--- config.mk ---
export PLATFORM = sky130hd
export DESIGN_NAME = multi_clk_divider
export DESIGN_NICKNAME = d
export VERILOG_FILES = /design/src/rtl/multi_clk_divider_pkg.sv /design/src/rtl/clk_divider_channel.sv /design/src/rtl/multi_clk_divider.sv
export SDC_FILE = /design/constraint.sdc
export NUM_CORES = 1
export LEC_CHECK = 0
export ABC_AREA = 1
export BUFFER_PORTS_ARGS = -buffer_cell sky130_fd_sc_hd__buf_2
export CORE_ASPECT_RATIO = 1.75
export CORE_UTILIZATION = 45
export CTS_BUF_LIST = sky130_fd_sc_hd__clkbuf_8
export DETAILED_ROUTE_END_ITERATION = 8
export HOLD_SLACK_MARGIN = 0.02
export SYNTH_ARGS = -nofsm -noshare
export SYNTH_HDL_FRONTEND = slang
export SYNTH_SLANG_ARGS = --single-unit
--- constraint.sdc ---
create_clock -name clk_in -period 4.1 [get_ports clk_in]
set_input_delay 0.205 -clock clk_in [delete_from_list [all_inputs] [get_ports clk_in]]
set_output_delay 0.205 -clock clk_in [all_outputs]
set_load 0.01 [all_outputs]
--- src/rtl/multi_clk_divider_pkg.sv ---
`default_nettype none
// ============================================================================
//  Module   : multi_clk_divider_pkg
//  Purpose  : Shared definitions for the multi-channel clock divider: default
//             field widths, channel packing offsets and the widths of the
//             optional pulse-limit ports.
//  Ports    : none (package)
//  Options  : MULTI_CLK_DIVIDER_PULSE_LIMIT_EN enables the pulse-limit feature
//  Revision : 1.0  initial release
// ============================================================================
package multi_clk_divider_pkg;

    localparam int DEF_CHANNELS   = 2;
    localparam int DEF_SIZE       = 8;
    localparam int DEF_LIMIT_SIZE = 16;

    // Bit offset of channel idx inside a bus of width-wide fields.
    function automatic int field_lsb(input int idx, input int width);
        return idx * width;
    endfunction

`ifdef MULTI_CLK_DIVIDER_PULSE_LIMIT_EN
    // Width of the packed limit_in bus.
    function automatic int limit_bus_width(input int channels, input int limit_size);
        return channels * limit_size;
    endfunction
`endif

endpackage : multi_clk_divider_pkg
`default_nettype wire

--- src/rtl/clk_divider_channel.sv ---
`default_nettype none
// ============================================================================
//  Module   : clk_divider_channel
//  Purpose  : One divider channel. Counts 0..P-1, drives a registered output
//             that is high while c >= P-H and a one-cycle tick on each wrap.
//             New P/H values are held in a shadow until the next wrap, sync,
//             or while the channel is disabled/idle.
//  Ports    : clk_in, reset_in      clock, synchronous active-high reset
//             enable_in             run enable
//             load_in               capture max_in/high_in into the shadow
//             sync_in               restart counter, apply the shadow
//             max_in, high_in       period P and high time H
//             clk_out, tick_out     divided clock, wrap pulse
//             limit_in, done_out    pulse limit / done pulse (optional)
//  Options  : MULTI_CLK_DIVIDER_PULSE_LIMIT_EN adds limit_in and done_out
//  Revision : 1.0  initial release
// ============================================================================
module clk_divider_channel
    import multi_clk_divider_pkg::*;
#(
    parameter int SIZE       = DEF_SIZE
`ifdef MULTI_CLK_DIVIDER_PULSE_LIMIT_EN
   ,parameter int LIMIT_SIZE = DEF_LIMIT_SIZE
`endif
) (
    input  logic            clk_in,
    input  logic            reset_in,
    input  logic            enable_in,
    input  logic            load_in,
    input  logic            sync_in,
    input  logic [SIZE-1:0] max_in,
    input  logic [SIZE-1:0] high_in,
`ifdef MULTI_CLK_DIVIDER_PULSE_LIMIT_EN
    input  logic [LIMIT_SIZE-1:0] limit_in,
    output logic            done_out,
`endif
    output logic            clk_out,
    output logic            tick_out
);

    localparam logic [SIZE-1:0] ONE = SIZE'(1);

    logic [SIZE-1:0] cnt;
    logic [SIZE-1:0] act_p;
    logic [SIZE-1:0] act_h;
    logic [SIZE-1:0] sh_p;
    logic [SIZE-1:0] sh_h;
    logic            clk_q;
    logic            tick_q;

    logic [SIZE-1:0] thresh;
    logic            hit;
    logic            wrap;

    // Output threshold P-H, clamped to 0 when H >= P so the subtraction
    // never underflows; H = 0 always keeps the output low.
    always_comb begin
        thresh = '0;
        if (act_h < act_p) begin
            thresh = act_p - act_h;
        end
        hit  = (act_h != '0) && (cnt >= thresh);
        wrap = (act_p != '0) && (cnt == act_p - ONE);
    end

`ifdef MULTI_CLK_DIVIDER_PULSE_LIMIT_EN
    localparam logic [LIMIT_SIZE-1:0] LIM_ONE = LIMIT_SIZE'(1);

    logic [LIMIT_SIZE-1:0] remaining;
    logic                  limited;
    logic                  stopped;
    logic                  done_q;
    logic                  rise;
    logic                  exhausted;

    assign rise      = hit && !clk_q;
    assign exhausted = limited && (remaining == '0) && !stopped;
    assign done_out  = done_q;
`endif

    always_ff @(posedge clk_in) begin
        if (reset_in) begin
            cnt    <= '0;
            act_p  <= '0;
            act_h  <= '0;
            sh_p   <= '0;
            sh_h   <= '0;
            clk_q  <= 1'b0;
            tick_q <= 1'b0;
`ifdef MULTI_CLK_DIVIDER_PULSE_LIMIT_EN
            remaining <= '0;
            limited   <= 1'b0;
            stopped   <= 1'b0;
            done_q    <= 1'b0;
`endif
        end else begin
            clk_q  <= 1'b0;
            tick_q <= 1'b0;
`ifdef MULTI_CLK_DIVIDER_PULSE_LIMIT_EN
            done_q <= 1'b0;
`endif
            if (sync_in) begin
                cnt   <= '0;
                act_p <= sh_p;
                act_h <= sh_h;
            end else if (!enable_in) begin
                cnt   <= '0;
                act_p <= sh_p;
                act_h <= sh_h;
`ifdef MULTI_CLK_DIVIDER_PULSE_LIMIT_EN
            end else if (stopped) begin
                cnt <= '0;
            end else if (exhausted) begin
                // Last permitted pulse has been issued: park the channel.
                cnt     <= '0;
                stopped <= 1'b1;
                done_q  <= 1'b1;
`endif
            end else if (act_p == '0) begin
                // Idle period: nothing to wrap on, so take the shadow directly.
                cnt   <= '0;
                act_p <= sh_p;
                act_h <= sh_h;
            end else begin
                clk_q  <= hit;
                tick_q <= wrap;
`ifdef MULTI_CLK_DIVIDER_PULSE_LIMIT_EN
                if (rise && limited && (remaining != '0)) begin
                    remaining <= remaining - LIM_ONE;
                end
`endif
                if (wrap) begin
                    cnt <= '0;
                    // A load landing on the wrap edge bypasses the shadow.
                    act_p <= load_in ? max_in  : sh_p;
                    act_h <= load_in ? high_in : sh_h;
                end else begin
                    cnt <= cnt + ONE;
                end
            end

            if (load_in) begin
                sh_p <= max_in;
                sh_h <= high_in;
`ifdef MULTI_CLK_DIVIDER_PULSE_LIMIT_EN
                remaining <= limit_in;
                limited   <= |limit_in;
                stopped   <= 1'b0;
`endif
            end
        end
    end

    assign clk_out  = clk_q;
    assign tick_out = tick_q;

endmodule : clk_divider_channel
`default_nettype wire

--- src/rtl/multi_clk_divider.sv ---
`default_nettype none
// ============================================================================
//  Module   : multi_clk_divider
//  Purpose  : CHANNELS independent programmable clock dividers sharing one
//             clock, reset and sync restart. Unpacks the per-channel fields
//             and fans sync_in out to every channel.
//  Ports    : clk_in, reset_in   clock, synchronous active-high reset
//             enable_in          per-channel run enable
//             max_in, high_in    packed per-channel period / high time
//             load_in            per-channel shadow load strobe
//             sync_in            restart all channels in phase
//             clk_out, tick_out  per-channel divided clock / wrap pulse
//             limit_in, done_out per-channel pulse limit / done (optional)
//  Options  : MULTI_CLK_DIVIDER_PULSE_LIMIT_EN adds limit_in and done_out
//  Revision : 1.0  initial release
// ============================================================================
module multi_clk_divider
    import multi_clk_divider_pkg::*;
#(
    parameter int CHANNELS   = DEF_CHANNELS,
    parameter int SIZE       = DEF_SIZE,
    parameter int LIMIT_SIZE = DEF_LIMIT_SIZE
) (
    input  logic                     clk_in,
    input  logic                     reset_in,
    input  logic [CHANNELS-1:0]      enable_in,
    input  logic [CHANNELS*SIZE-1:0] max_in,
    input  logic [CHANNELS*SIZE-1:0] high_in,
    input  logic [CHANNELS-1:0]      load_in,
    input  logic                     sync_in,
`ifdef MULTI_CLK_DIVIDER_PULSE_LIMIT_EN
    input  logic [limit_bus_width(CHANNELS, LIMIT_SIZE)-1:0] limit_in,
`endif
    output logic [CHANNELS-1:0]      clk_out,
    output logic [CHANNELS-1:0]      tick_out
`ifdef MULTI_CLK_DIVIDER_PULSE_LIMIT_EN
   ,output logic [CHANNELS-1:0]      done_out
`endif
);

    for (genvar n = 0; n < CHANNELS; n++) begin : g_ch
        clk_divider_channel #(
            .SIZE       (SIZE)
`ifdef MULTI_CLK_DIVIDER_PULSE_LIMIT_EN
           ,.LIMIT_SIZE (LIMIT_SIZE)
`endif
        ) u_channel (
            .clk_in    (clk_in),
            .reset_in  (reset_in),
            .enable_in (enable_in[n]),
            .load_in   (load_in[n]),
            .sync_in   (sync_in),
            .max_in    (max_in[field_lsb(n, SIZE) +: SIZE]),
            .high_in   (high_in[field_lsb(n, SIZE) +: SIZE]),
`ifdef MULTI_CLK_DIVIDER_PULSE_LIMIT_EN
            .limit_in  (limit_in[field_lsb(n, LIMIT_SIZE) +: LIMIT_SIZE]),
            .done_out  (done_out[n]),
`endif
            .clk_out   (clk_out[n]),
            .tick_out  (tick_out[n])
        );
    end

`ifndef MULTI_CLK_DIVIDER_PULSE_LIMIT_EN
    // LIMIT_SIZE only shapes the limit port, which this build leaves out.
    if (LIMIT_SIZE < 0) begin : g_limit_size_unused
    end
`endif

endmodule : multi_clk_divider
`default_nettype wire

## Yosys cells after proc, flatten, opt, wreduce, memory -nomap -nowiden

Cells that the tools add are included.
Widths: inputs -> output; s select.

| cells by class | value |
|---|---|
| eq/ne operators | 4 |
| bitwise logic cells | 2 |
| magnitude comparators | 4 |
| mux-type cells | 22 |
| add/sub/neg operators | 6 |
| reduce and logical (&&, ||, !) cells | 14 |

Operators by type and width:

| cell | count |
|---|---|
| $mux 8 | 22 |
| $reduce_bool 8->1 | 4 |
| $add 8x1->8 const B | 2 |
| $eq 8x8->1 | 2 |
| $ge 8x8->1 | 2 |
| $logic_not 8->1 | 2 |
| $lt 8x8->1 | 2 |
| $sub 8x1->8 const B | 2 |
| $sub 8x8->8 | 2 |
| $reduce_or 5->1 | 2 |
| $ne 4x1->1 const B | 2 |
| $reduce_or 4->1 | 2 |
| $logic_and 1x1->1 | 4 |
| $not 1->1 | 2 |

| word-level totals | value |
|---|---|
| bits of input ports | 39 |
| word-level logic and storage cells | 66 |
| output and inout bits | 4 |
| register bits | 84 |

## Logic depth before layout (Yosys ltp)

| logic depth | value |
|---|---|
| depth after elaboration | 7 |
| mapped depth | 20 |
| gate-level depth less buffers | 20 |

## Hierarchy

Synthesis repeated with hierarchy kept, for this count alone.

| unflattened totals | value |
|---|---|
| cell total of the unflattened synthesis | 935 |
| area total of the unflattened synthesis | 6085.8 sq um |

By module, submodules not included:

| module | area each (sq um) | instances | sequential area each (sq um) | cells each |
|---|---|---|---|---|
| clk_divider_channel at g_ch[0].u_channel | 3106.7 | 1 | 840.8 | 493 |
| clk_divider_channel at g_ch[1].u_channel | 2979.1 | 1 | 840.8 | 442 |

## Worst setup path after synthesis

No wires, ideal clock.

| path | value |
|---|---|
| path type | reg-to-reg |
| from | reg g_ch[0].u_channel.act_p[0] |
| to | reg g_ch[0].u_channel.clk_q |
| data required time | 3.976 ns |
| data arrival time | 2.620 ns |
| cell stages (with the launch flop) | 20 |
| path slack | 1.356 ns |
| setup time | 0.124 ns |
| period minus slack after synthesis | 2.744 ns |
| path through | dfxtp_1 inv_1 ha_1 fa_1 inv_1 nand2_1 nand2_1 nand2_1 nand2_1 nand2_1 o211ai_1 o21ai_1 or2_2 ha_1 a21oi_1 o21ai_0 nand2_1 o2111ai_1 o311ai_0 inv_1 |

| between the ends | value |
|---|---|
| cells in the longest elaborated chain, start to end | 4 |
| elaborated cells between the ends (all ways) | 7 |

Ends and longest elaborated chain:

| element | line | RTL |
|---|---|---|
| start, declared | clk_divider_channel.sv:44 | `logic [SIZE-1:0] act_p;` |
| start signal, assigned | clk_divider_channel.sv:104 | `act_p <= sh_p;` |
| start signal, assigned | clk_divider_channel.sv:108 | `act_p <= sh_p;` |
| start signal, assigned | clk_divider_channel.sv:122 | `act_p <= sh_p;` |
| $sub 8x8->8 / $lt 8x8->1 (equally long branches) | clk_divider_channel.sv:60, clk_divider_channel.sv:59 |  |
| $mux 8 | clk_divider_channel.sv:59 | `if (act_h < act_p) begin` |
| $ge 8x8->1 | clk_divider_channel.sv:62 | `hit = (act_h != '0) && (cnt >= thresh);` |
| $logic_and 1x1->1 | clk_divider_channel.sv:62 |  |
| end signal, assigned | clk_divider_channel.sv:125 | `clk_q <= hit;` |
| end, declared | clk_divider_channel.sv:48 | `logic clk_q;` |

Parallel ways exist; a longest one is shown, timed or not.
A chain may end at the register's enable or synchronous reset.

## Worst setup path after layout

Same ends and word-level chain as after synthesis.

==> summary.md <==
| Metric | Value |
|---|---|
| Predominant post-synthesis flop cell | sky130_fd_sc_hd__dfxtp_1 |
| Pin count of the biggest net entering global routing | 66 |
| Setup TNS after final layout | 0 ns |
| Critical path data arrival time | 3.30 ns |
| Average via count per standard cell | 4.86 |
| Worst path top cell family by delay | adder cells |
| Routability congestion estimate | 0.840 |
| Internal cell power | 1.61 mW |
| # DRC | 0 |
| Slew at the pin with the worst max-slew slack | 1.17 ns |
| Data required time of the worst path | 4.36 ns |
| Async set-reset flop share out of synthesis | 0% |
| Endpoints failing hold | 0 |
| Antenna violations before repair | 0 |
| GRT Residual Overflow | 0 |
| Leakage power of the design | 3.22 nW |
| Hold-fix buffer count after cts | 0 |
| Sw Share | 37.3% |
| Cell area after placement | 0.00641 mm^2 |
| Hold path depth | 2 |
| Element type at the critical path start | flop |
| Delay contributed by the slowest stage of the critical path | 0.37 ns |
| Setup slack of the most critical reg-to-reg path | 1.06 ns |
| Total number of vias | 5771 |
| CP max FO | 8 |
| Via count of the first global-routing pass | 5498 |
| Dominant cells by area after synthesis | sky130_fd_sc_hd__dfxtp_1 27%, sky130_fd_sc_hd__nand2_1 22%, sky130_fd_sc_hd__ha_1 7.7% |
| Flop and latch count out of synthesis | 84 |
| Post-synth top area share | 27.3% |
| Router iterations before antenna repair | 5 |
| Count of port buffers added during placement | 42 |
| Initial core utilization | 46.1% |
| Length in cells of the worst reg-to-reg path | 19 |
| Min-Delay Path Class | input port to flop |
| Part of the cycle the worst path needs | 74.2% |
| Vertical extent of the die | 157 um |
| CP Capture Type | flop |
| Max_slew headroom | 22.2% |
| Proportion of synthesized chip area in sequential cells | 27.3% |
| Fin nets | 1087 |
| Routed len/inst | 12.1 um |
| Slowest stage cell, crit path | sky130_fd_sc_hd__dfxtp_1 |
| Power density cells | 386 mW/mm^2 |
| Time the final worst path needs with I/O delays and setup | 3.04 ns |
| Part of the power in combinational logic | 35.6% |
| Final count of negative-setup-slack endpoints | 0 |
| Count of flip-flops with a built-in enable after synthesis | 0 |
| Fill cell instance count of the final layout | 1423 |
| Library cells used by synthesis | 41 |
| Outcome | finished clean |
| Wire length of the first global-routing pass | 25300 um |
| Final standard cell area without fillers | 0.00665 mm^2 |
| CTS tree | yes |
| P&R area growth vs syn | 7.86% |
| Total count of max-transition violations in the final report | 0 |
| DRC violation total after the first TritonRoute iteration | 192 |
| Number of cells on the critical path | 19 |
| Post-synth design cell area | 0.00616 mm^2 |
| Cts bufs inserted | 9 |
| Final antenna-violating net count | 0 |
| CTS Root Buffer Type | sky130_fd_sc_hd__clkbuf_8 |
| Avg Cell Area, Syn | 6.21 um^2 |
| Buffers and inverters on the worst path | 3 |
| Post-CTS repair timing setup buffer count | 0 |
| Sequential group share of total power | 36.0% |
| Library cell with the highest instance count after synthesis | sky130_fd_sc_hd__nand2_1 |
| Power dissipated by switching net loads | 0.957 mW |
| Synthesized instance count | 993 |
| Area enclosed by the die boundary | 0.0142 mm^2 |
| Most Frequent Cell on Critical Path | sky130_fd_sc_hd__nand2_1 |
| Maximum ir drop on the vdd rail | 0.000183 V |
| Most used standard cells in the synthesized netlist | 364 x sky130_fd_sc_hd__nand2_1, 101 x sky130_fd_sc_hd__inv_1, 84 x sky130_fd_sc_hd__dfxtp_1, 81 x sky130_fd_sc_hd__nor2_1, 61 x sky130_fd_sc_hd__o21ai_0 |
| Overall die width | 90.5 um |
| Count of pins on the block boundary | 43 |
| Final Skew | 0.00988 ns |
| Setup repair after global routing missed its margin | false |
| Number of H-tree branching levels | 3 |
| DP HPWL | 10300 um |
| Total of warnings raised by yosys | 0 |
| Floorplan core area | 0.0134 mm^2 |
| Final wirelength | 14400 um |
| Sequential standard cell area | 0.00168 mm^2 |
| Total of max-cap violations | 0 |
| Clock-pin slew reported for the worst setup and hold paths after clock tree synthesis | 0.09 ns |
| N_diodes | 0 |
| Footprint of the multi-input gates | 0.00387 mm^2 |
| Buffer depth of the longest clock path | 2 |
| Achievable Freq | 329 MHz |
| Clock network fraction of total power | 28.4% |
| Num rows | 56 |
| Cell-by-cell trace of the critical path | inv_1 -> ha_1 -> fa_1 -> inv_1 -> nand2_1 -> nand2_1 -> nand2_1 -> nand2_1 -> nand2_1 -> o211ai_1 -> o21ai_1 -> or2_2 -> ha_1 -> a21oi_1 -> o21ai_0 -> nand2_1 -> o2111ai_1 -> o311ai_0 -> inv_1 |
| Number of cells upsized or downsized after cts | 0 |
| Crit Path Class | flop to flop |
| Share of post-route cells with drive strength above 1 | 11.7% |
| Overall fraction of global-route tracks in use | 21.7% |
| Net count after synthesis | 1072 |
| Sinks on the clock net | 84 |
| Insertion delay to the later sink of the worst-skew pair | 0.36 ns |
| Post-synth top area cell | sky130_fd_sc_hd__dfxtp_1 |
-- worst paths after layout --
path / startpoint / end
setup / recovery: g_ch[0].u_channel.act_p[0] / g_ch[0].u_channel.clk_out
hold / removal: reset_in / g_ch[1].u_channel.tick_out
setup reg to reg: g_ch[0].u_channel.act_p[0] / g_ch[0].u_channel.clk_out
hold reg to reg: g_ch[0].u_channel.cnt[0] / g_ch[0].u_channel.cnt[0]
-- cell type report --
class	instances	share of cell area, %
clock buffer	9	1.86
clock inverter	7	1.75
inverter	106	5.99
multi-input combinational	761	58.2
sequential	84	25.3
tap	174	3.27
timing repair buffer	46	3.61
-- kinds of logic after synthesis --
family / after synthesis / synth area share (%)
compound gates: 149 / 13.8
buf+inv: 148 / 9.97
simple gates: 554 / 37.8
xor+xnor: 18 / 2.80
fa+ha+maj: 40 / 8.36
flops: 84 / 27.3
-- power by group through the flow --
stage | Combinational (mW) | Sequential, mW | Clock [mW]
after floorplan | 0.758 | 0.926 | 0
after global placement | 0.908 | 0.944 | 0
after detailed placement | 0.915 | 0.945 | 0
after CTS | 0.920 | 0.926 | 0.752
after global routing | 1.08 | 0.934 | 0.785
final | 0.914 | 0.925 | 0.730
-- flip-flops by register name (all words and copies together) (netlist names) --
signal,count
g_ch.u_channel.act_h,16
g_ch.u_channel.act_p,16
g_ch.u_channel.clk_out,2
g_ch.u_channel.cnt,16
g_ch.u_channel.sh_h,16
g_ch.u_channel.sh_p,16
g_ch.u_channel.tick_out,2
-- metal layers --
metal | track usage [%] | wire length, um | vias up
li1 | - | - | 3180
met1 | 26.6 | 6730 | 2490
met2 | 39.0 | 7050 | 82
met3 | 2.24 | 337 | 19
met4 | 7.60 | 295 | 0
met5 | 0 | 0 | -
-- metrics by stage --
| step | instances | power [mW] | util [%] | worst slack (ns) | hold slack [ns] |
|---|---|---|---|---|---|
| after CTS | 1187 | 2.60 | 49.7 | 1.04 | 0.0459 |
| after global routing | 1187 | 2.80 | 49.7 | 0.679 | 0.0678 |
| after global placement | 1171 | 1.85 | 47.9 | 1.11 | 0.438 |
| after floorplan | 993 | 1.68 | - | 1.36 | 0.383 |
| after detailed placement | 1171 | 1.86 | 47.9 | 1.04 | 0.432 |
| final | 1187 | 2.57 | 49.7 | 1.06 | 0.0592 |
-- placed cells by master, fill, tap and decap left out, types with 2 or more instances in the layout --
cell / n
sky130_fd_sc_hd__a21oi_1: 43
sky130_fd_sc_hd__a21oi_2: 20
sky130_fd_sc_hd__buf_2: 42
sky130_fd_sc_hd__buf_4: 4
sky130_fd_sc_hd__bufinv_16: 3
sky130_fd_sc_hd__clkbuf_8: 9
sky130_fd_sc_hd__clkinvlp_4: 3
sky130_fd_sc_hd__dfxtp_1: 84
sky130_fd_sc_hd__fa_1: 2
sky130_fd_sc_hd__ha_1: 38
sky130_fd_sc_hd__inv_1: 102
sky130_fd_sc_hd__inv_2: 4
sky130_fd_sc_hd__nand2_1: 364
sky130_fd_sc_hd__nand2_2: 20
sky130_fd_sc_hd__nand2_4: 2
sky130_fd_sc_hd__nand3_1: 51
sky130_fd_sc_hd__nand3_4: 2
sky130_fd_sc_hd__nand3b_1: 2
sky130_fd_sc_hd__nand4_1: 8
sky130_fd_sc_hd__nor2_1: 80
sky130_fd_sc_hd__nor2_2: 4
sky130_fd_sc_hd__nor3_1: 8
sky130_fd_sc_hd__nor3b_1: 2
sky130_fd_sc_hd__nor4_1: 2
sky130_fd_sc_hd__o2111ai_1: 2
sky130_fd_sc_hd__o211ai_1: 5
sky130_fd_sc_hd__o21ai_0: 61
sky130_fd_sc_hd__o21ai_1: 15
sky130_fd_sc_hd__or2_2: 4
sky130_fd_sc_hd__xnor2_1: 5
sky130_fd_sc_hd__xor2_1: 12
-- worst register-to-register path: stages, from the launching register on --
cell and delay [ns]:
sky130_fd_sc_hd__dfxtp_1 0.37, sky130_fd_sc_hd__inv_1 0.11, sky130_fd_sc_hd__ha_1 0.23, sky130_fd_sc_hd__fa_1 0.36, sky130_fd_sc_hd__inv_1 0.08, sky130_fd_sc_hd__nand2_1 0.07, sky130_fd_sc_hd__nand2_1 0.06, sky130_fd_sc_hd__nand2_1 0.05
sky130_fd_sc_hd__nand2_1 0.09, sky130_fd_sc_hd__nand2_1 0.06, sky130_fd_sc_hd__o211ai_1 0.07, sky130_fd_sc_hd__o21ai_1 0.21, sky130_fd_sc_hd__or2_2 0.34, sky130_fd_sc_hd__ha_1 0.29, sky130_fd_sc_hd__a21oi_1 0.14, sky130_fd_sc_hd__o21ai_0 0.09
sky130_fd_sc_hd__nand2_1 0.06, sky130_fd_sc_hd__o2111ai_1 0.09, sky130_fd_sc_hd__o311ai_0 0.10, sky130_fd_sc_hd__inv_1 0.06
No activity file was read; power rests on OpenSTA's default activity.
